<file path="config.mk">
export PLATFORM = sky130hd
export DESIGN_NAME = fir_mac_scheduler
export DESIGN_NICKNAME = d
export VERILOG_FILES = /design/src/rtl/fir_pkg.sv /design/src/rtl/fir_rr_arbiter.sv /design/src/rtl/fir_mac_scheduler.sv
export SDC_FILE = /design/constraint.sdc
export NUM_CORES = 2
export LEC_CHECK = 0
export CAP_MARGIN = 30
export CELL_PAD_IN_SITES_DETAIL_PLACEMENT = 1
export CELL_PAD_IN_SITES_GLOBAL_PLACEMENT = 1
export CORE_MARGIN = 3
export CORE_UTILIZATION = 56
export CTS_CLUSTER_SIZE = 28
export DETAILED_ROUTE_END_ITERATION = 6
export PLACE_DENSITY_LB_ADDON = 0.1
export SETUP_SLACK_MARGIN = 0.1
export SLEW_MARGIN = 10
export SYNTH_ARGS = -nofsm -noshare
export SYNTH_HDL_FRONTEND = slang
export SYNTH_SLANG_ARGS = --single-unit
export TNS_END_PERCENT = 30
</file>
<file path="constraint.sdc">
create_clock -name clk -period 23.3 [get_ports clk]
set_input_delay 4.66 -clock clk [delete_from_list [all_inputs] [get_ports clk]]
set_output_delay 4.66 -clock clk [all_outputs]
set_load 0.05 [all_outputs]
</file>
<file path="src/rtl/fir_pkg.sv">
// Shared types and sizing helpers for the time-multiplexed FIR MAC scheduler.
package fir_pkg;

  typedef enum logic [1:0] {
    IDLE = 2'd0,
    MAC  = 2'd1,
    DONE = 2'd2
  } state_t;

  // Full product width plus enough guard bits to sum N products without overflow.
  function automatic int acc_width(input int width, input int n);
    return 2 * width + $clog2(n) + 1;
  endfunction

endpackage

</file>
<file path="src/rtl/fir_rr_arbiter.sv">
// Round-robin arbiter: combinational one-hot grant starting after the last winner.
// Zero latency; the pointer only advances when the grant is actually taken.
module fir_rr_arbiter #(
  parameter int NCH = 4,
  parameter int IW  = (NCH > 1) ? $clog2(NCH) : 1
) (
  input  logic           clk,
  input  logic           rst_n,
  input  logic [NCH-1:0] req,
  input  logic           accept,
  output logic [NCH-1:0] grant,
  output logic [IW-1:0]  grant_idx,
  output logic           any
);

  logic [IW-1:0] last;
  logic [IW-1:0] cand;

  always_comb begin
    grant     = '0;
    grant_idx = '0;
    any       = 1'b0;
    cand      = '0;
    for (int i = 0; i < NCH; i++) begin
      cand = IW'((int'(last) + 1 + i) % NCH);
      if (!any && req[cand]) begin
        grant[cand] = 1'b1;
        grant_idx   = cand;
        any         = 1'b1;
      end
    end
  end

  // Reset to the last channel so channel 0 is searched first.
  always_ff @(posedge clk or negedge rst_n) begin
    if (!rst_n) begin
      last <= IW'(NCH - 1);
    end else if (accept) begin
      last <= grant_idx;
    end
  end

endmodule

</file>
<file path="src/rtl/fir_mac_scheduler.sv">
// One shared MAC serving NCH channels round-robin; N MAC cycles per sample, result at +N.
// Requests and coefficient writes are only accepted in IDLE; results hold until out_ready.
module fir_mac_scheduler
  import fir_pkg::*;
#(
  parameter int WIDTH = 16,
  parameter int N     = 8,
  parameter int NCH   = 4,
  parameter int AW    = (N > 1) ? $clog2(N) : 1,
  parameter int CW    = (NCH > 1) ? $clog2(NCH) : 1,
  parameter int ACC_W = acc_width(WIDTH, N)
) (
  input  logic                       clk,
  input  logic                       rst_n,
  input  logic [NCH-1:0]             req_valid,
  input  logic [NCH-1:0][WIDTH-1:0]  req_data,
  output logic [NCH-1:0]             req_ready,
  input  logic                       coef_we,
  input  logic [AW-1:0]              coef_addr,
  input  logic signed [WIDTH-1:0]    coef_wdata,
  output logic                       coef_ready,
  output logic                       out_valid,
  input  logic                       out_ready,
  output logic [CW-1:0]              out_ch,
  output logic signed [ACC_W-1:0]    out_data
);

  state_t                   state;
  logic [AW-1:0]            tap;
  logic [CW-1:0]            cur_ch;
  logic signed [ACC_W-1:0]  acc;
  logic signed [ACC_W-1:0]  sum;
  logic signed [2*WIDTH-1:0] prod;
  logic signed [WIDTH-1:0]  h   [N];
  logic signed [WIDTH-1:0]  dly [NCH][N];

  logic [NCH-1:0] grant;
  logic [CW-1:0]  grant_idx;
  logic           grant_any;
  logic           arb_en;
  logic           accept;
  logic           addr_ok;

  // Coefficient writes take priority over sample grants in IDLE.
  assign arb_en     = rst_n && (state == IDLE) && !coef_we;
  assign req_ready  = arb_en ? grant : '0;
  assign accept     = arb_en && grant_any;
  assign coef_ready = rst_n && (state == IDLE);

  assign prod = dly[cur_ch][tap] * h[tap];
  assign sum  = acc + ACC_W'(prod);

  generate
    if ((1 << AW) == N) begin : g_addr_full
      assign addr_ok = 1'b1;
    end else begin : g_addr_chk
      assign addr_ok = int'(coef_addr) < N;
    end
  endgenerate

  fir_rr_arbiter #(
    .NCH (NCH)
  ) u_arb (
    .clk       (clk),
    .rst_n     (rst_n),
    .req       (req_valid),
    .accept    (accept),
    .grant     (grant),
    .grant_idx (grant_idx),
    .any       (grant_any)
  );

  always_ff @(posedge clk or negedge rst_n) begin
    if (!rst_n) begin
      state     <= IDLE;
      tap       <= '0;
      cur_ch    <= '0;
      acc       <= '0;
      out_valid <= 1'b0;
      out_ch    <= '0;
      out_data  <= '0;
      for (int k = 0; k < N; k++) begin
        h[k] <= '0;
      end
      for (int c = 0; c < NCH; c++) begin
        for (int k = 0; k < N; k++) begin
          dly[c][k] <= '0;
        end
      end
    end else begin
      case (state)
        IDLE: begin
          if (coef_we) begin
            if (addr_ok) begin
              h[coef_addr] <= coef_wdata;
            end
          end else if (grant_any) begin
            dly[grant_idx][0] <= req_data[grant_idx];
            for (int k = 1; k < N; k++) begin
              dly[grant_idx][k] <= dly[grant_idx][k-1];
            end
            acc    <= '0;
            tap    <= '0;
            cur_ch <= grant_idx;
            state  <= MAC;
          end
        end
        MAC: begin
          acc <= sum;
          tap <= tap + 1'b1;
          if (tap == AW'(N - 1)) begin
            out_data  <= sum;
            out_ch    <= cur_ch;
            out_valid <= 1'b1;
            state     <= DONE;
          end
        end
        DONE: begin
          if (out_ready) begin
            out_valid <= 1'b0;
            state     <= IDLE;
          end
        end
        default: state <= IDLE;
      endcase
    end
  end

endmodule

</file>
==> results.md <==
Route:
- The wire length on met2 is 67.5 mm.
- After detailed routing, no signal wire sits above met5.
- In the routed layout, each cell is associated on average with a via count of 6.00.
- The detailed-route wire length on metal 1 is 47.7 mm.
- The routed design has 125 mm of wire.
- The number of optimization iterations in the first detailed-route pass is 4.
- The remaining routing DRC violations is 0.
- The detailed router finished its first iteration with 1491 violations.
- The average routed wire per standard cell is 25.0 um.
- The total length of routed met3 wires is 4.01 mm.
- The overall via count from detail_route is 30000.
- Once detail routing completed, the nets flagged for antenna violations numbered 0.

STA:
- Setup repair after global routing left no endpoint under its margin.
- The clock period minus final worst setup slack is 12.12 ns.
- For this run, the top clock speed supported by timing is 82.5 MHz.
- The final period utilization is 0.520.
- Setup violations remaining at the end of the flow were counted as 0.
- The number of max-slew violations in the final report came to 0.
- The worst pin sits at a relative slew slack of 0.295.
- The hold violation count in the final report was 0.
- The actual slew at the worst max-slew pin is 1.04 ns.
- The setup TNS is 0 ns.
- Between clock sinks in the finished design, the worst skew comes to 0.0509 ns.

Worst setup path:
- The largest individual stage delay along the critical path comes from the cell sky130_fd_sc_hd__clkdlybuf4s50_1.
- Traced cell by cell, the critical path runs through clkdlybuf4s50_1 > mux2i_1 > nand2_1 > nor3_1 > a21oi_1 > nor2_1 > a221oi_1 > nor2_1 > clkdlybuf4s50_1.
- By startpoint and endpoint, the worst setup path is classified as primary input to primary output.
- Data on the critical path is required at its endpoint by 18.64 ns.
- On the worst path, the slowest cell contributes a delay of 0.84 ns.
- The critical path contains buffers and inverters numbering 2 combined.
- The element type at the critical path start is a primary input.
- Along the worst path, the maximum fanout reaches 7.
- Data on the critical path arrives at its endpoint at 7.46 ns.
- The kind of cell with the highest combined delay along the critical path is buffers and inverters.
- The type of element capturing the critical path is a primary output.

Clock tree:
- Buffers inserted during clock tree synthesis total 81.
- The number of H-tree levels is 3.
- The clock latency on the worst-skew pair is 0.67 ns.
- Buffers inserted to repair hold after CTS numbered 0.
- Once the clock tree was built, the resizer swapped 0 gates to a different size.
- TritonCTS built the clock tree.
- The tree is rooted in a sky130_fd_sc_hd__clkbuf_16.
- Buffers added to address setup during post-CTS repair amount to 0.
- The clock-pin slew reported for the worst setup and hold paths after clock tree synthesis is 0.06 ns.
- In this run the deepest clock path goes through 3 buffers.
- The number of sinks on the clock net is 724.

Global routing:
- The total overflow left after global routing is 0.
- Entering global routing, the biggest net connects 129 pins.
- The wire length of the first global-routing pass is 202 mm.
- The overall global routing resource usage is 0.302.
- The number of global-route vias before repair was 35400.
- The initial antenna violation count came to 3.

Synth:
- The net count after synthesis is 4323.
- Yosys printed 0 warnings.
- The distinct cell type count of the synthesized netlist is 66.
- The biggest area contributor in the post-synthesis netlist is sky130_fd_sc_hd__dfrtp_1.
- The share of synthesized area in the top cell type comes to 0.396.
- The number of enable flip-flop cells after synthesis is 0.
- Among all flip-flop cells after synthesis, the most frequent one is sky130_fd_sc_hd__dfrtp_1.
- The sequential cell area fraction in the yosys report is 0.397.
- The cell count after synthesis came out at 3802.
- In this run, synthesis produced a sequential element count of 724.
- Averaged over all synthesized cells, the footprint is 12.0 um^2.
- Yosys attributes the largest share of cell area to sky130_fd_sc_hd__dfrtp_1 40%, sky130_fd_sc_hd__fa_1 14%, sky130_fd_sc_hd__mux2_2 9.5%.
- Summing every instance area after synthesis gives 45700 um^2.
- The proportion of synthesized flip-flops having asynchronous set or reset is 1.00.

Place:
- The HPWL after detailed placement is 86.9 mm.
- The weighted congestion at the end of routability-driven global placement is 0.874.
- The count of port buffers added during placement is 134.

Layout:
- Registers take 18100 um^2.
- In the final layout, the multi-input gates occupy 25200 um^2.
- The filler cells instantiated in the layout total 7890.
- Of the cells placed in the final design, the portion with a size suffix greater than 1 is 0.206.
- The number of nets in the layout is 4393.
- The post-synthesis to final-layout area growth is 11.7%.

Floorplan:
- The floorplan step set the die width to 292 um.
- The height of the die is 292 um.
- The effective utilization at floorplan is 0.566.
- The floorplan has 104 rows.
- The floorplan step defined a die boundary enclosing 85000 um^2.
- For this design the top-level I/O count stands at 135.
- The core area is 80700 um^2.

Outcome:
- The run finished with clean final reports.

Flow run:
- The number of max-capacitance violations reported is 0.

Worst hold path:
- The tightest min-delay check is of the flip-flop to flip-flop type.
==> tightest hold or removal path: stages, from the launching register on <==
cell and delay (ns):
sky130_fd_sc_hd__dfrtp_1 0.34, sky130_fd_sc_hd__nand2_1 0.04, sky130_fd_sc_hd__o21ai_0 0.06
==> synthesized netlist by cell type (6+ instances only) <==
cell / instances
sky130_fd_sc_hd__dfrtp_1: 722
sky130_fd_sc_hd__nand2_1: 397
sky130_fd_sc_hd__mux2_2: 387
sky130_fd_sc_hd__inv_1: 357
sky130_fd_sc_hd__fa_1: 314
sky130_fd_sc_hd__o21ai_0: 291
sky130_fd_sc_hd__mux2i_1: 284
sky130_fd_sc_hd__mux4_2: 191
sky130_fd_sc_hd__nor2_1: 191
sky130_fd_sc_hd__ha_1: 116
sky130_fd_sc_hd__buf_2: 102
sky130_fd_sc_hd__clkbuf_1: 101
sky130_fd_sc_hd__nand2b_1: 46
sky130_fd_sc_hd__a21oi_1: 38
sky130_fd_sc_hd__o21ai_1: 28
sky130_fd_sc_hd__xnor2_1: 21
sky130_fd_sc_hd__mux2_1: 16
sky130_fd_sc_hd__nor2b_1: 16
sky130_fd_sc_hd__a21o_1: 15
sky130_fd_sc_hd__xor2_1: 13
sky130_fd_sc_hd__a22o_1: 12
sky130_fd_sc_hd__buf_1: 12
sky130_fd_sc_hd__nor3_1: 10
sky130_fd_sc_hd__o31ai_1: 10
sky130_fd_sc_hd__nand3_1: 9
sky130_fd_sc_hd__a221oi_1: 7
sky130_fd_sc_hd__and2_1: 7
sky130_fd_sc_hd__inv_2: 6
==> stage by stage <==
stage	hold WS (ns)	instance area [um^2]	util	worst slack (ns)	std cells
5_1_grt	0.507	51000	0.632	10.99	5001
2_1_floorplan	0.445	45700	-	12.38	3802
3_5_place_dp	0.471	48000	0.595	11.19	4840
3_3_place_gp	0.460	47800	0.593	11.35	4830
4_1_cts	0.484	50800	0.629	11.20	4990
6_report	0.480	51000	0.632	11.18	5001
==> worst paths after layout <==
| path | endpoint | slack (ns) | depth (start not counted) | startpoint |
|---|---|---|---|---|
| setup / recovery | req_ready[2] | 11.18 | 9 | req_valid[1] |
| min in group asynchronous | acc[3]$_DFFE_PN0P_ | 4.02 | 1 | rst_n |
| max in group asynchronous | dly[440]$_DFFE_PN0P_ | 16.54 | 7 | rst_n |
| hold / removal | dly[10]$_DFFE_PN0P_ | 0.48 | 2 | dly[10]$_DFFE_PN0P_ |
| hold reg to reg | dly[10]$_DFFE_PN0P_ | 0.48 | 2 | dly[10]$_DFFE_PN0P_ |
| setup reg to reg | out_data[34]$_DFFE_PN0P_ | 12.43 | 25 | cur_ch[0]$_DFFE_PN0P_ |
==> per-layer routing <==
layer / GRT usage / up-vias
met5: 0 / -
met4: 0.126 / 2
met3: 0.0381 / 260
met2: 0.553 / 586
met1: 0.361 / 16100
li1: - / 13100
==> final cells by class <==
cell class / instances / area share
clock inverters: 27 / 0.00728
diodes: 2 / 0.0000981
multi-input cells: 2494 / 0.495
inverters: 363 / 0.0267
repair buffers: 208 / 0.0431
clock buffers: 123 / 0.0466
flip-flops and latches: 724 / 0.355
well taps: 1060 / 0.0260
==> layout by cell type (no fill, tap or decap), types with 38 or more instances in the layout <==
cell,instances
sky130_fd_sc_hd__a21oi_1,38
sky130_fd_sc_hd__buf_4,54
sky130_fd_sc_hd__clkbuf_16,82
sky130_fd_sc_hd__clkdlybuf4s50_1,133
sky130_fd_sc_hd__dfrtp_1,717
sky130_fd_sc_hd__fa_1,314
sky130_fd_sc_hd__ha_1,116
sky130_fd_sc_hd__inv_1,357
sky130_fd_sc_hd__mux2_2,387
sky130_fd_sc_hd__mux2i_1,281
sky130_fd_sc_hd__mux4_2,191
sky130_fd_sc_hd__nand2_1,395
sky130_fd_sc_hd__nand2b_1,44
sky130_fd_sc_hd__nor2_1,191
sky130_fd_sc_hd__o21ai_0,290
==> registers in the layout, summed over array words and instances, names as in the netlist <==
signal / count
out_ch: 2
state: 2
dly: 512
tap: 3
out_valid: 1
out_data: 36
acc: 36
u_arb.last: 2
cur_ch: 2
h: 128
==> kinds of logic after synthesis <==
group / share of synthesized area
adders and majority gates: 0.169
buffers and inverters: 0.0514
DFF: 0.397
muxes: 0.257
AOI/OAI and AO/OA: 0.0543
xor gates and xnor gates: 0.00652
and+or+nand+nor: 0.0643
Power is left out: the tool's default activity adds up to more than one toggle a clock period on the data nets, which glitch-free logic cannot reach.
